--- src/rtl/serial_link_pkg.sv ---
// Shared types and width helpers for the serial-link virtual-channel arbiter.
package serial_link_pkg;

    typedef enum logic {
        ARB  = 1'b0,
        LOCK = 1'b1
    } vc_arb_state_e;

    // Counter must represent NumCredits itself, hence the +1.
    function automatic int unsigned credit_width(input int unsigned num_credits);
        return $clog2(num_credits + 1);
    endfunction

    function automatic int unsigned vc_id_width(input int unsigned num_vc);
        return (num_vc > 1) ? $clog2(num_vc) : 1;
    endfunction

endpackage

--- src/rtl/serial_link_vc_credit_cnt.sv ---
// Per-VC credit counter mirroring the free slots of the far-side receive queue.
module serial_link_vc_credit_cnt
    import serial_link_pkg::*;
#(
    parameter int unsigned NumCredits = 8,
    parameter type credit_t = logic [credit_width(NumCredits)-1:0]
) (
    input  logic    clk_i,
    input  logic    rst_ni,
    input  logic    dec_i,
    input  logic    inc_i,
    input  credit_t inc_num_i,
    output credit_t count_o,
    output logic    nonzero_o
);

    localparam int unsigned CW = $bits(credit_t);
    localparam credit_t ResetCount = credit_t'(NumCredits);
    localparam logic [CW:0] MaxCount = (CW + 1)'(NumCredits);

    credit_t        count_q;
    credit_t        count_d;
    logic    [CW:0] count_d_wide;

    // One extra bit so overflow past NumCredits and underflow are observable.
    always_comb begin
        count_d_wide = {1'b0, count_q} - {{CW{1'b0}}, dec_i}
                     + (inc_i ? {1'b0, inc_num_i} : '0);
        count_d      = count_d_wide[CW-1:0];
    end

    always_ff @(posedge clk_i or negedge rst_ni) begin
        if (!rst_ni) begin
            count_q <= ResetCount;
        end else begin
            count_q <= count_d;
        end
    end

    assign count_o   = count_q;
    assign nonzero_o = |count_q;

    credit_underflow_a : assert property (
        @(posedge clk_i) disable iff (!rst_ni) dec_i |-> (count_q != '0)
    );

    credit_overflow_a : assert property (
        @(posedge clk_i) disable iff (!rst_ni) (dec_i | inc_i) |-> (count_d_wide <= MaxCount)
    );

endmodule

--- src/rtl/serial_link_vc_arbiter.sv ---
// Credit-aware round-robin arbiter sharing one serial-link transmit stream among NumVc VCs.
module serial_link_vc_arbiter
    import serial_link_pkg::*;
#(
    parameter int unsigned NumVc      = 4,
    parameter int unsigned NumCredits = 8,
    parameter type data_t   = logic,
    parameter type credit_t = logic [credit_width(NumCredits)-1:0],
    parameter type vc_id_t  = logic [vc_id_width(NumVc)-1:0]
) (
    input  logic                   clk_i,
    input  logic                   rst_ni,
    input  logic    [NumVc-1:0]    req_valid_i,
    output logic    [NumVc-1:0]    req_ready_o,
    input  data_t   [NumVc-1:0]    req_data_i,
    output logic                   out_valid_o,
    input  logic                   out_ready_i,
    output data_t                  out_data_o,
    output vc_id_t                 out_vc_o,
    input  logic                   credit_valid_i,
    input  vc_id_t                 credit_vc_i,
    input  credit_t                credit_num_i,
    output credit_t [NumVc-1:0]    credits_o
);

    localparam int unsigned IW = $bits(vc_id_t);
    localparam logic [IW:0] NumVcW = (IW + 1)'(NumVc);

    vc_arb_state_e state_q;
    vc_id_t        lock_vc_q;
    vc_id_t        prio_q;

    logic [NumVc-1:0]   nonzero;
    logic [NumVc-1:0]   elig;
    logic [NumVc-1:0]   credit_ret;
    logic [NumVc-1:0]   hs_vec;
    logic [2*NumVc-1:0] elig_rot_wide;
    logic [NumVc-1:0]   elig_rot;
    vc_id_t             rot_off;
    logic [IW:0]        arb_sum;
    vc_id_t             arb_vc;
    vc_id_t             grant_vc;
    logic [IW:0]        prio_sum;
    vc_id_t             prio_next;
    logic               any_elig;
    logic               hs;

    for (genvar gi = 0; gi < NumVc; gi++) begin : g_vc
        assign elig[gi]        = req_valid_i[gi] & nonzero[gi];
        assign credit_ret[gi]  = credit_valid_i & (credit_vc_i == vc_id_t'(gi));
        assign hs_vec[gi]      = hs & (grant_vc == vc_id_t'(gi));
        assign req_ready_o[gi] = hs_vec[gi];

        serial_link_vc_credit_cnt #(
            .NumCredits (NumCredits),
            .credit_t   (credit_t)
        ) u_credit_cnt (
            .clk_i      (clk_i),
            .rst_ni     (rst_ni),
            .dec_i      (hs_vec[gi]),
            .inc_i      (credit_ret[gi]),
            .inc_num_i  (credit_num_i),
            .count_o    (credits_o[gi]),
            .nonzero_o  (nonzero[gi])
        );
    end

    // Rotate eligibility so prio_q lands on bit 0, pick the lowest set bit, then undo the rotation.
    always_comb begin
        elig_rot_wide = {elig, elig} >> prio_q;
        elig_rot      = elig_rot_wide[NumVc-1:0];
        rot_off       = '0;
        for (int i = NumVc - 1; i >= 0; i--) begin
            if (elig_rot[i]) begin
                rot_off = vc_id_t'(i);
            end
        end
        arb_sum = {1'b0, prio_q} + {1'b0, rot_off};
        if (arb_sum >= NumVcW) begin
            arb_sum = arb_sum - NumVcW;
        end
        arb_vc = vc_id_t'(arb_sum);
    end

    assign any_elig    = |elig;
    assign grant_vc    = (state_q == LOCK) ? lock_vc_q : arb_vc;
    assign out_valid_o = (state_q == LOCK) | any_elig;
    assign out_vc_o    = grant_vc;
    assign out_data_o  = req_data_i[grant_vc];
    assign hs          = out_valid_o & out_ready_i;

    always_comb begin
        prio_sum = {1'b0, grant_vc} + {{IW{1'b0}}, 1'b1};
        if (prio_sum >= NumVcW) begin
            prio_sum = '0;
        end
        prio_next = vc_id_t'(prio_sum);
    end

    always_ff @(posedge clk_i or negedge rst_ni) begin
        if (!rst_ni) begin
            state_q   <= ARB;
            lock_vc_q <= '0;
            prio_q    <= '0;
        end else begin
            if (hs) begin
                prio_q <= prio_next;
            end
            case (state_q)
                ARB: begin
                    if (out_valid_o && !out_ready_i) begin
                        state_q   <= LOCK;
                        lock_vc_q <= arb_vc;
                    end
                end
                LOCK: begin
                    if (out_ready_i) begin
                        state_q <= ARB;
                    end
                end
                default: state_q <= ARB;
            endcase
        end
    end

    // A locked VC was granted with credits and only its own handshake can consume them.
    lock_has_credit_a : assert property (
        @(posedge clk_i) disable iff (!rst_ni) (state_q == LOCK) |-> nonzero[lock_vc_q]
    );

endmodule

--- config.mk ---
export PLATFORM = sky130hd
export DESIGN_NAME = serial_link_vc_arbiter
export DESIGN_NICKNAME = d
export VERILOG_FILES = /design/src/rtl/serial_link_pkg.sv /design/src/rtl/serial_link_vc_credit_cnt.sv /design/src/rtl/serial_link_vc_arbiter.sv
export SDC_FILE = /design/constraint.sdc
export NUM_CORES = 1
export LEC_CHECK = 0
export ABC_AREA = 1
export CELL_PAD_IN_SITES_DETAIL_PLACEMENT = 2
export CELL_PAD_IN_SITES_GLOBAL_PLACEMENT = 2
export CORE_ASPECT_RATIO = 1.25
export CORE_MARGIN = 2
export CORE_UTILIZATION = 30
export CTS_BUF_LIST = sky130_fd_sc_hd__clkbuf_8
export DETAILED_ROUTE_END_ITERATION = 8
export HOLD_SLACK_MARGIN = 0.05
export PLACE_DENSITY = 0.81
export SLEW_MARGIN = 0
export SYNTH_ARGS = -nofsm -noshare
export SYNTH_HDL_FRONTEND = slang
export SYNTH_SLANG_ARGS = --single-unit
--- constraint.sdc ---
create_clock -name clk_i -period 4.15 [get_ports clk_i]
set_input_delay 0.83 -clock clk_i [delete_from_list [all_inputs] [get_ports clk_i]]
set_output_delay 0.83 -clock clk_i [all_outputs]
set_load 0.05 [all_outputs]
Word level (Yosys, flattened, before mapping)

Cells that the tools add are included.

$add $sub $neg: 11
$mul: 0
Divide/modulo/power cells: 0
Order comparisons: 3
Equal/unequal tests: 6
Shift-type cells: 1
Mux-type cells: 16
Bitwise gates (word level): 15
Reduce and logical (&&, ||, !) cells: 10

Operators by type and width:

| cell                                                                 | count |
|---|---|
| 4-bit OR reduction                                                   | 5 |
| 4-bit adder                                                          | 4 |
| 4-bit two-way mux                                                    | 4 |
| 4-bit by 1-bit subtractor with 4-bit output                          | 4 |
| 2-bit two-way mux                                                    | 7 |
| 1-bit bitwise AND                                                    | 13 |
| 2-bit == test, second input constant                                 | 4 |
| 8-bit by 2-bit >> shifter with 4-bit output                          | 1 |
| 3-bit >= comparator, second input constant                           | 2 |
| 2-bit by 1-bit == test with 1-bit output, second input constant      | 2 |
| 2-bit logical NOT                                                    | 2 |
| 2-bit by 1-bit adder with 3-bit output, second input constant        | 1 |
| 2-bit by 2-bit adder with 3-bit output                               | 1 |
| 2-bit by 3-bit < comparator with 1-bit output, second input constant | 1 |
| 1-bit two-way mux                                                    | 3 |
| 1-bit binary-select mux with 2-bit select                            | 1 |
| 1-bit case mux with 2 select lines                                   | 1 |
| 2-bit AND reduction                                                  | 1 |
| 2-bit by 1-bit subtractor with 2-bit output, second input constant   | 1 |
| 1-bit logical AND                                                    | 1 |
| 1-bit logical NOT                                                    | 1 |
| 1-bit inverter                                                       | 1 |
| 1-bit bitwise OR                                                     | 1 |

Flip-flop bits (word level): 21
Bits in latches: 0
Memory bits (writable): 0
Memory bits (read-only): 0
Memories: 0

Logic depth before layout (Yosys ltp)

Gate-level depths: netlist (run 1).

Word-level depth: 15
Depth in mapped cells: 24
Mapped depth without buffers: 24

Cells and area by module

Synthesis (run 1) repeated with hierarchy kept, for this count alone.

Cells, all modules: 282
Area total of the unflattened synthesis: 1,981.9 um2

By module, submodules not included:

| module                                               | times used | cells an instance | area each (um2) |
|---|---|---|---|
| serial_link_vc_credit_cnt (g_vc[0].u_credit_cnt ...) | 2          | 45                | 344.1 |
| serial_link_vc_credit_cnt (g_vc[1].u_credit_cnt ...) | 2          | 45                | 341.6 |
| serial_link_vc_arbiter                               | 1          | 102               | 610.6 |

Least setup slack after synthesis (run 1)

OpenSTA, ideal clock, no wires.

Kind: register to register
Start: register g_vc[2].u_credit_cnt.count_q, in the netlist g_vc[2].u_credit_cnt.count_o[3]
End: register g_vc[0].u_credit_cnt.count_q, in the netlist g_vc[0].u_credit_cnt.count_o[2]
Library setup time: 0.123 ns
Arrival: 3.660 ns
Data required time: 4.027 ns
Path slack: 0.368 ns
Cell stages (with the launch flop): 21
Period minus slack after synthesis: 3.782 ns
Path through: dfstp_2 nor2_1 nand2_1 nand3_2 nand3_1 nand2_1 a31oi_1 nor2_1 ha_1 inv_1 nand2_1 o21a_1 inv_1 ha_1 inv_1 nor2_1 ha_1 inv_1 ha_1 fa_1 xor2_1

RTL lines:

| element                  | line                            | RTL |
|---|---|---|
| start: declaration       | serial_link_vc_credit_cnt.sv:21 | `credit_t count_q;` |
| start signal: assignment | serial_link_vc_credit_cnt.sv:34 | `count_q <= ResetCount;` |
| start signal: assignment | serial_link_vc_credit_cnt.sv:36 | `count_q <= count_d;` |
| end signal: assignment   | serial_link_vc_credit_cnt.sv:34 |  |
| end signal: assignment   | serial_link_vc_credit_cnt.sv:36 |  |
| end: declaration         | serial_link_vc_credit_cnt.sv:21 |  |

Worst setup path after layout (run 1)

Start: input req_valid_i[1]
End: output req_ready_o[3]

Cells in the longest elaborated chain, start to end: 12
Elaborated cells between the ends (all ways): 16

Ends and longest elaborated chain:

| element                                                                            | line                                                       | RTL |
|---|---|---|
| start: declaration                                                                 | serial_link_vc_arbiter.sv:13                               | `input logic [NumVc-1:0] req_valid_i,` |
| 1-bit bitwise AND *                                                                | serial_link_vc_arbiter.sv:49                               | `assign elig[gi] = req_valid_i[gi] & nonzero[gi];` |
| 8-bit by 2-bit >> shifter with 4-bit output                                        | serial_link_vc_arbiter.sv:70                               | `elig_rot_wide = {elig, elig} >> prio_q;` |
| 2-bit two-way mux (4 in series)                                                    | serial_link_vc_arbiter.sv:74                               | `if (elig_rot[i]) begin` |
| 2-bit by 2-bit adder with 3-bit output                                             | serial_link_vc_arbiter.sv:78                               | `arb_sum = {1'b0, prio_q} + {1'b0, rot_off};` |
| 3-bit >= comparator or 2-bit by 1-bit subtractor with 2-bit output (tied branches) | serial_link_vc_arbiter.sv:79, serial_link_vc_arbiter.sv:80 |  |
| 2-bit two-way mux                                                                  | serial_link_vc_arbiter.sv:79                               | `if (arb_sum >= NumVcW) begin` |
| 2-bit two-way mux                                                                  | serial_link_vc_arbiter.sv:86                               | `assign grant_vc = (state_q == LOCK) ? lock_vc_q : arb_vc;` |
| 2-bit == test                                                                      | serial_link_vc_arbiter.sv:51                               | `assign hs_vec[gi] = hs & (grant_vc == vc_id_t'(gi));` |
| 1-bit bitwise AND *                                                                | serial_link_vc_arbiter.sv:51                               |  |
| end: declaration                                                                   | serial_link_vc_arbiter.sv:14                               | `output logic [NumVc-1:0] req_ready_o,` |

Every way passes the cells marked *; elsewhere a longest branch is shown, timed or not.

==> summary.md, run 1 <==
| Metric | Value |
|---|---|
| Die W | 75.5 um |
| Vias in the first global route | 2015 |
| IO Count | 42 |
| WP data arrival | 3.15 ns |
| Post-synth top cells | inv_1 (52), nand2_1 (44), ha_1 (30) |
| Port bufs | 41 |
| CTS Hold Buffers Added | 0 |
| Crit-path slowest cell | dlygate4sd2_1 |
| Crit path cell chain | dlygate4sd2_1 -> nand3_1 -> nand3_1 -> nand2_2 -> a31oi_2 -> nor2_1 -> ha_2 -> xor2_2 -> inv_1 -> nand3_2 -> nand3_2 -> nand2_4 -> inv_2 -> ha_1 -> inv_1 -> nor2_4 -> buf_4 -> buf_12 |
| Slew headroom | 29.8% |
| RSZ-0062 raised after global routing | no |
| Status | completed |
| Top cells by area, synth | dfrtp_1 (22%), ha_1 (20%), inv_1 (10%) |
| Gr ovfl total | 0 |
| Asr flop ratio synth | 100% |
| Initial Util | 31.0% |
| Clock skew | 0.00318 ns |
| Share of the synthesized area in the top cell type | 22.2% |
| Dpl ws | -0.266 ns |
| H-tree depth | 1 |
| Fmax | 0.251 GHz |
| Post-synthesis cell area | 1910 um2 |
| DR vias | 1716 |
| Compound-Gate Fraction of Synth Area | 4.44% |
| Setup violators final | 0 |
| Core Area | 6170 um2 |
| Clock Latency Late Sink | 0.26 ns |
| Startpoint Class | input pin |
| Root Buffer Master | clkbuf_8 |
| Cell taking the most area after synthesis | dfrtp_1 |
| Distinct cells, synth | 27 |
| Fillers | 735 |
| DRC viols | 0 |
| MaxCap Viol Count | 0 |
| CTS Buf Count | 3 |
| Syn Nets | 291 |
| Ys Warns | 0 |
| WL final | 5760 um |
| Die area | 7040 um2 |
| WL/cell | 15.5 um |
| Simple-Gate Fraction of Synth Area | 23.3% |
| Max Slew Vio Count | 0 |
| Nets | 340 |
| Initial antenna violation count | 0 |
| Diode count | 0 |
| GPL Wtd Cong | 0.853 |
| Final Critical Period | 3.98 ns |
| Hold crit path type | flip-flop to flip-flop |
| Actual slew at the worst max-slew pin | 1.05 ns |
| Most common cell in the synthesized netlist | inv_1 |
| Area Overhead vs Synth | 35.8% |
| Critical Path Fanout Max | 4 |
| Hold Vio Cnt, Final | 0 |
| WP data required | 3.32 ns |
| Post-route ant nets | 0 |
| XOR/XNOR share of the synthesized area | 7.78% |
| Synth Instances | 239 |
| Final period util | 95.9% |
| #FFs+latches synth | 21 |
| CTS max path bufs | 2 |
| Post-synthesis mux area share | 0% |
| DRT Pass-1 Iters | 2 |
| CP max stage delay | 0.26 ns |
| Largest net degree at the start of global routing | 22 |
| GR Util All Layers | 18.3% |
| Crit Path Class | input pin to primary output |
| Largest family of logic cells by synthesized area | adder cells |
| Syn_area_per_cell | 8.01 um2 |
| Fin Setup TNS | 0 ns |
| Share of post-route cells with drive strength above 1 | 17.1% |
| First-pass GRT wire length | 9870 um |
| Clock-pin slew on the worst setup and hold paths | 0.08 ns |
| Crit end category | primary output |
| Die height | 93.3 um |
| CTS tree | done |
| Setup ws final | 0.169 ns |
| Register area share after synthesis | 27.7% |
| DP HPWL | 4720 um |
| Number of enable flip-flop cells after synthesis | 0 |
| Adder-Cell Fraction of Synth Area | 23.8% |
| CTS sink cnt | 21 |
| Initial DRC count | 42 |
| Row count | 32 |
| Post-synth top flop | dfrtp_1 |
| DR vias/cell | 4.61 |
[placed cells by master (no fill, tap or decap), types with 6 or more instances in the layout]
| cell type | count |
|---|---|
| clkdlybuf4s50_1 | 30 |
| nand2_2 | 9 |
| inv_1 | 52 |
| ha_1 | 29 |
| buf_4 | 8 |
| nand3_1 | 10 |
| xor2_1 | 10 |
| dfrtp_1 | 17 |
| nand2_1 | 43 |
| buf_12 | 7 |
| nor2_1 | 13 |
| xnor2_1 | 6 |
[cell type report]
type | instances | area, um2 | area share [%]
Sequential cell | 21 | 531 | 20.4
Timing Repair Buffer | 49 | 536 | 20.6
Clock buffer | 3 | 41.3 | 1.59
Multi-Input combinational cell | 160 | 1180 | 45.5
Tap cell | 85 | 106 | 4.09
Clock inverter | 1 | 3.75 | 0.144
Inverter | 53 | 199 | 7.66
[through the flow]
step	instances	hold WS (ns)	instance area, um2	util [%]
2_1_floorplan	239	0.455	1910	-
3_3_place_gp	367	0.475	2500	40.6
3_5_place_dp	367	0.502	2500	40.6
4_1_cts	372	0.526	2600	42.1
5_1_grt	372	0.544	2600	42.1
6_report	372	0.516	2600	42.1
[registers in the layout, summed over array words and instances, names as in the netlist]
name and flops:
lock_vc_q 2, g_vc.u_credit_cnt.count_o 16, state_q 1, prio_q 2
[critical path, delay by kind of cell]
family | cells | cell delay [ns]
xor+xnor | 1 | 0.18
buf+inv | 6 | 0.77
fa+ha+maj | 2 | 0.41
compound gates | 1 | 0.11
simple gates | 8 | 0.86
[layer usage]
layer	wire, um	track usage, %	vias up
li1	-	-	827
met1	2240	21.7	858
met2	3280	33.8	23
met3	118	1.83	8
met4	126	5.41	0
met5	0	0	-
[cell families (layout without fill, tap and decap cells)]
group,Yosys count,in the layout
DFF,21,21
xor gates and xnor gates,17,17
adders and majority gates,34,34
and+or+nand+nor,95,95
buffers and inverters,58,106
AOI/OAI and AO/OA,14,14
[what timing repair did]
item,4_1_cts,5_1_grt
endpoints found under the setup margin,5,0
setup buffers,1,0
gates resized for setup,17,0
[final timing paths]
path | start | endpoint | slack (ns) | depth (start not counted)
max | req_valid_i[1] | req_ready_o[3] | 0.17 | 18
min | lock_vc_q[0] | lock_vc_q[0] | 0.52 | 2
max reg2reg | g_vc[3].u_credit_cnt.count_o[3] | g_vc[2].u_credit_cnt.count_o[1] | 0.51 | 23
min reg2reg | lock_vc_q[0] | lock_vc_q[0] | 0.52 | 2
max in group asynchronous | rst_ni | prio_q[1] | 2.39 | 1
min in group asynchronous | rst_ni | g_vc[3].u_credit_cnt.count_o[2] | 1.13 | 1
Power of run 1 is left out: the tool's default activity adds up to more than one toggle a clock period on the data nets, which glitch-free logic cannot reach.
==> run 2, diff against run 1 <==
--- a/config.mk
+++ b/config.mk
@@ -14,7 +14,7 @@
 export CTS_BUF_LIST = sky130_fd_sc_hd__clkbuf_8
 export DETAILED_ROUTE_END_ITERATION = 8
 export HOLD_SLACK_MARGIN = 0.05
-export PLACE_DENSITY = 0.81
+export PLACE_DENSITY = 0.92
 export SLEW_MARGIN = 0
 export SYNTH_ARGS = -nofsm -noshare
 export SYNTH_HDL_FRONTEND = slang
==> summary.md, run 2 (synthesis gave the netlist of run 1 again) <==
| Metric | Value |
|---|---|
| Status | completed |
| Share of post-route cells with drive strength above 1 | 18.1% |
| Hold Vio Cnt, Final | 0 |
| GPL Wtd Cong | 0.842 |
| CP delay by family, top | simple AND/OR/NAND/NOR gates |
| Met1 Usage GRT | 21.6% |
| Slew headroom | 30.8% |
| Startpoint Class | input pin |
| Port bufs | 41 |
| CTS Hold Buffers Added | 0 |
| DRT Pass-1 Iters | 4 |
| Row count | 32 |
| DR vias | 1700 |
| Root Buffer Master | clkbuf_8 |
| Gr busiest metal | met2 |
| Final period util | 95.3% |
| CTS tree | done |
| WP data arrival | 3.13 ns |
| GR Util met3 | 1.08% |
| Initial antenna violation count | 0 |
| First-pass GRT wire length | 9840 um |
| Fmax | 0.253 GHz |
| Fin Setup TNS | 0 ns |
| Die height | 93.3 um |
| DP HPWL | 4660 um |
| CTS Buf Count | 3 |
| Max reg flops | 16 |
| Crit path cell chain | dlygate4sd2_1 -> nand3_1 -> nand2_1 -> nand2_1 -> nand2_2 -> a31oi_2 -> nor2_1 -> ha_2 -> xor2_2 -> inv_1 -> nand3_1 -> nand3_2 -> nand2_4 -> inv_2 -> ha_1 -> inv_1 -> nor2_4 -> buf_4 -> buf_12 |
| Max Slew Vio Count | 0 |
| Largest net degree at the start of global routing | 22 |
| Core occupancy in the finished layout | 42.2% |
| Actual slew at the worst max-slew pin | 1.04 ns |
| Die area | 7040 um2 |
| WL/cell | 15.1 um |
| Initial DRC count | 24 |
| CTS sink cnt | 21 |
| Setup violators final | 0 |
| WP data required | 3.32 ns |
| Clock-pin slew on the worst setup and hold paths | 0.08 ns |
| Vias in the first global route | 2029 |
| Dpl ws | -0.177 ns |
| H-tree depth | 1 |
| IO Count | 42 |
| Initial Util | 31.0% |
| Met2 usage | 33.5% |
| Setup ws final | 0.193 ns |
| Area Overhead vs Synth | 35.9% |
| DRC viols | 0 |
| DR vias/cell | 4.57 |
| CTS max path bufs | 2 |
| Die W | 75.5 um |
| CP max stage delay | 0.25 ns |
| GR Util All Layers | 18.3% |
| MaxCap Viol Count | 0 |
| Post-route ant nets | 0 |
| Hold crit path type | flip-flop to flip-flop |
| Final Critical Period | 3.96 ns |
| Diode count | 0 |
| Clock Latency Late Sink | 0.27 ns |
| WL final | 5630 um |
| Most common cell after layout, fill and taps aside | inv_1 |
| Clock skew | 0.00582 ns |
| Crit Path Class | input pin to primary output |
| CP Buf/Inv Count | 6 |
| Commonest non-fill, non-tap cells in the layout | inv_1 (51), nand2_1 (41), clkdlybuf4s50_1 (30) |
| DP Area | 2500 um2 |
| Core Area | 6170 um2 |
| Crit-path slowest cell | dlygate4sd2_1 |
| Fin area | 2600 um2 |
| Gr ovfl total | 0 |
| Critical Path Fanout Max | 4 |
| Crit end category | primary output |
| Nets | 340 |
==> run 2: changes by cell type in the layout (fill, tap and decap cells not counted), sizes merged <==
cell / previous run / this run
dlygate4sd2: 4 / 1
clkdlybuf4s15: 0 / 2
clkbuf: 3 / 4
clkinv: 0 / 1
inv: 54 / 53
==> run 2: per-layer routing <==
layer / wire length (um) / vias up / share of wire [%]
met5: 0 / - / 0
met4: 138 / 0 / 2.5
met3: 109 / 9 / 1.9
met2: 3130 / 29 / 56
met1: 2250 / 828 / 40
li1: - / 834 / -
==> run 2: path summary, 6_finish.rpt <==
path | slack (ns) | cells after the start | endpoint | from
worst max-delay path | 0.19 | 19 | req_ready_o[2] | req_valid_i[1]
worst min-delay path | 0.52 | 2 | lock_vc_q[1] | lock_vc_q[1]
worst max register to register | 0.48 | 22 | g_vc[0].u_credit_cnt.count_o[3] | g_vc[2].u_credit_cnt.count_o[0]
worst min register to register | 0.52 | 2 | lock_vc_q[1] | lock_vc_q[1]
max in group asynchronous | 2.41 | 1 | g_vc[2].u_credit_cnt.count_o[1] | rst_ni
min in group asynchronous | 1.11 | 1 | state_q | rst_ni
==> run 2: worst min-delay path: cells and delay by family (launching register included) <==
family | cells | cell delay (ns)
flip-flops | 1 | 0.33
AO/OA/AOI/OAI | 1 | 0.10
buffers and inverters | 1 | 0.05
==> run 2: layout make-up <==
| class | count | area, um2 |
|---|---|---|
| inverter | 53 | 199 |
| tap | 85 | 106 |
| sequential | 21 | 531 |
| clock inverter | 1 | 5.00 |
| timing repair buffer | 49 | 534 |
| clock buffer | 3 | 41.3 |
| multi-input combinational | 160 | 1190 |
| fill | 699 | 3560 |
==> run 2: timing repair <==
| action | CTS | global route |
|---|---|---|
| setup endpoints to repair | 4 | 4 |
| resized for setup | 9 | 13 |
| setup buffers | 0 | 1 |
| pin swaps | 2 | 2 |
| cloned | 0 | 0 |
==> run 2: stage by stage <==
stage | hold slack [ns] | instances
3_5_place_dp | 0.505 | 367
5_1_grt | 0.557 | 372
4_1_cts | 0.526 | 371
3_3_place_gp | 0.476 | 367
2_1_floorplan | 0.455 | 239
6_report | 0.522 | 372
Power of run 2 is left out for the same reason.
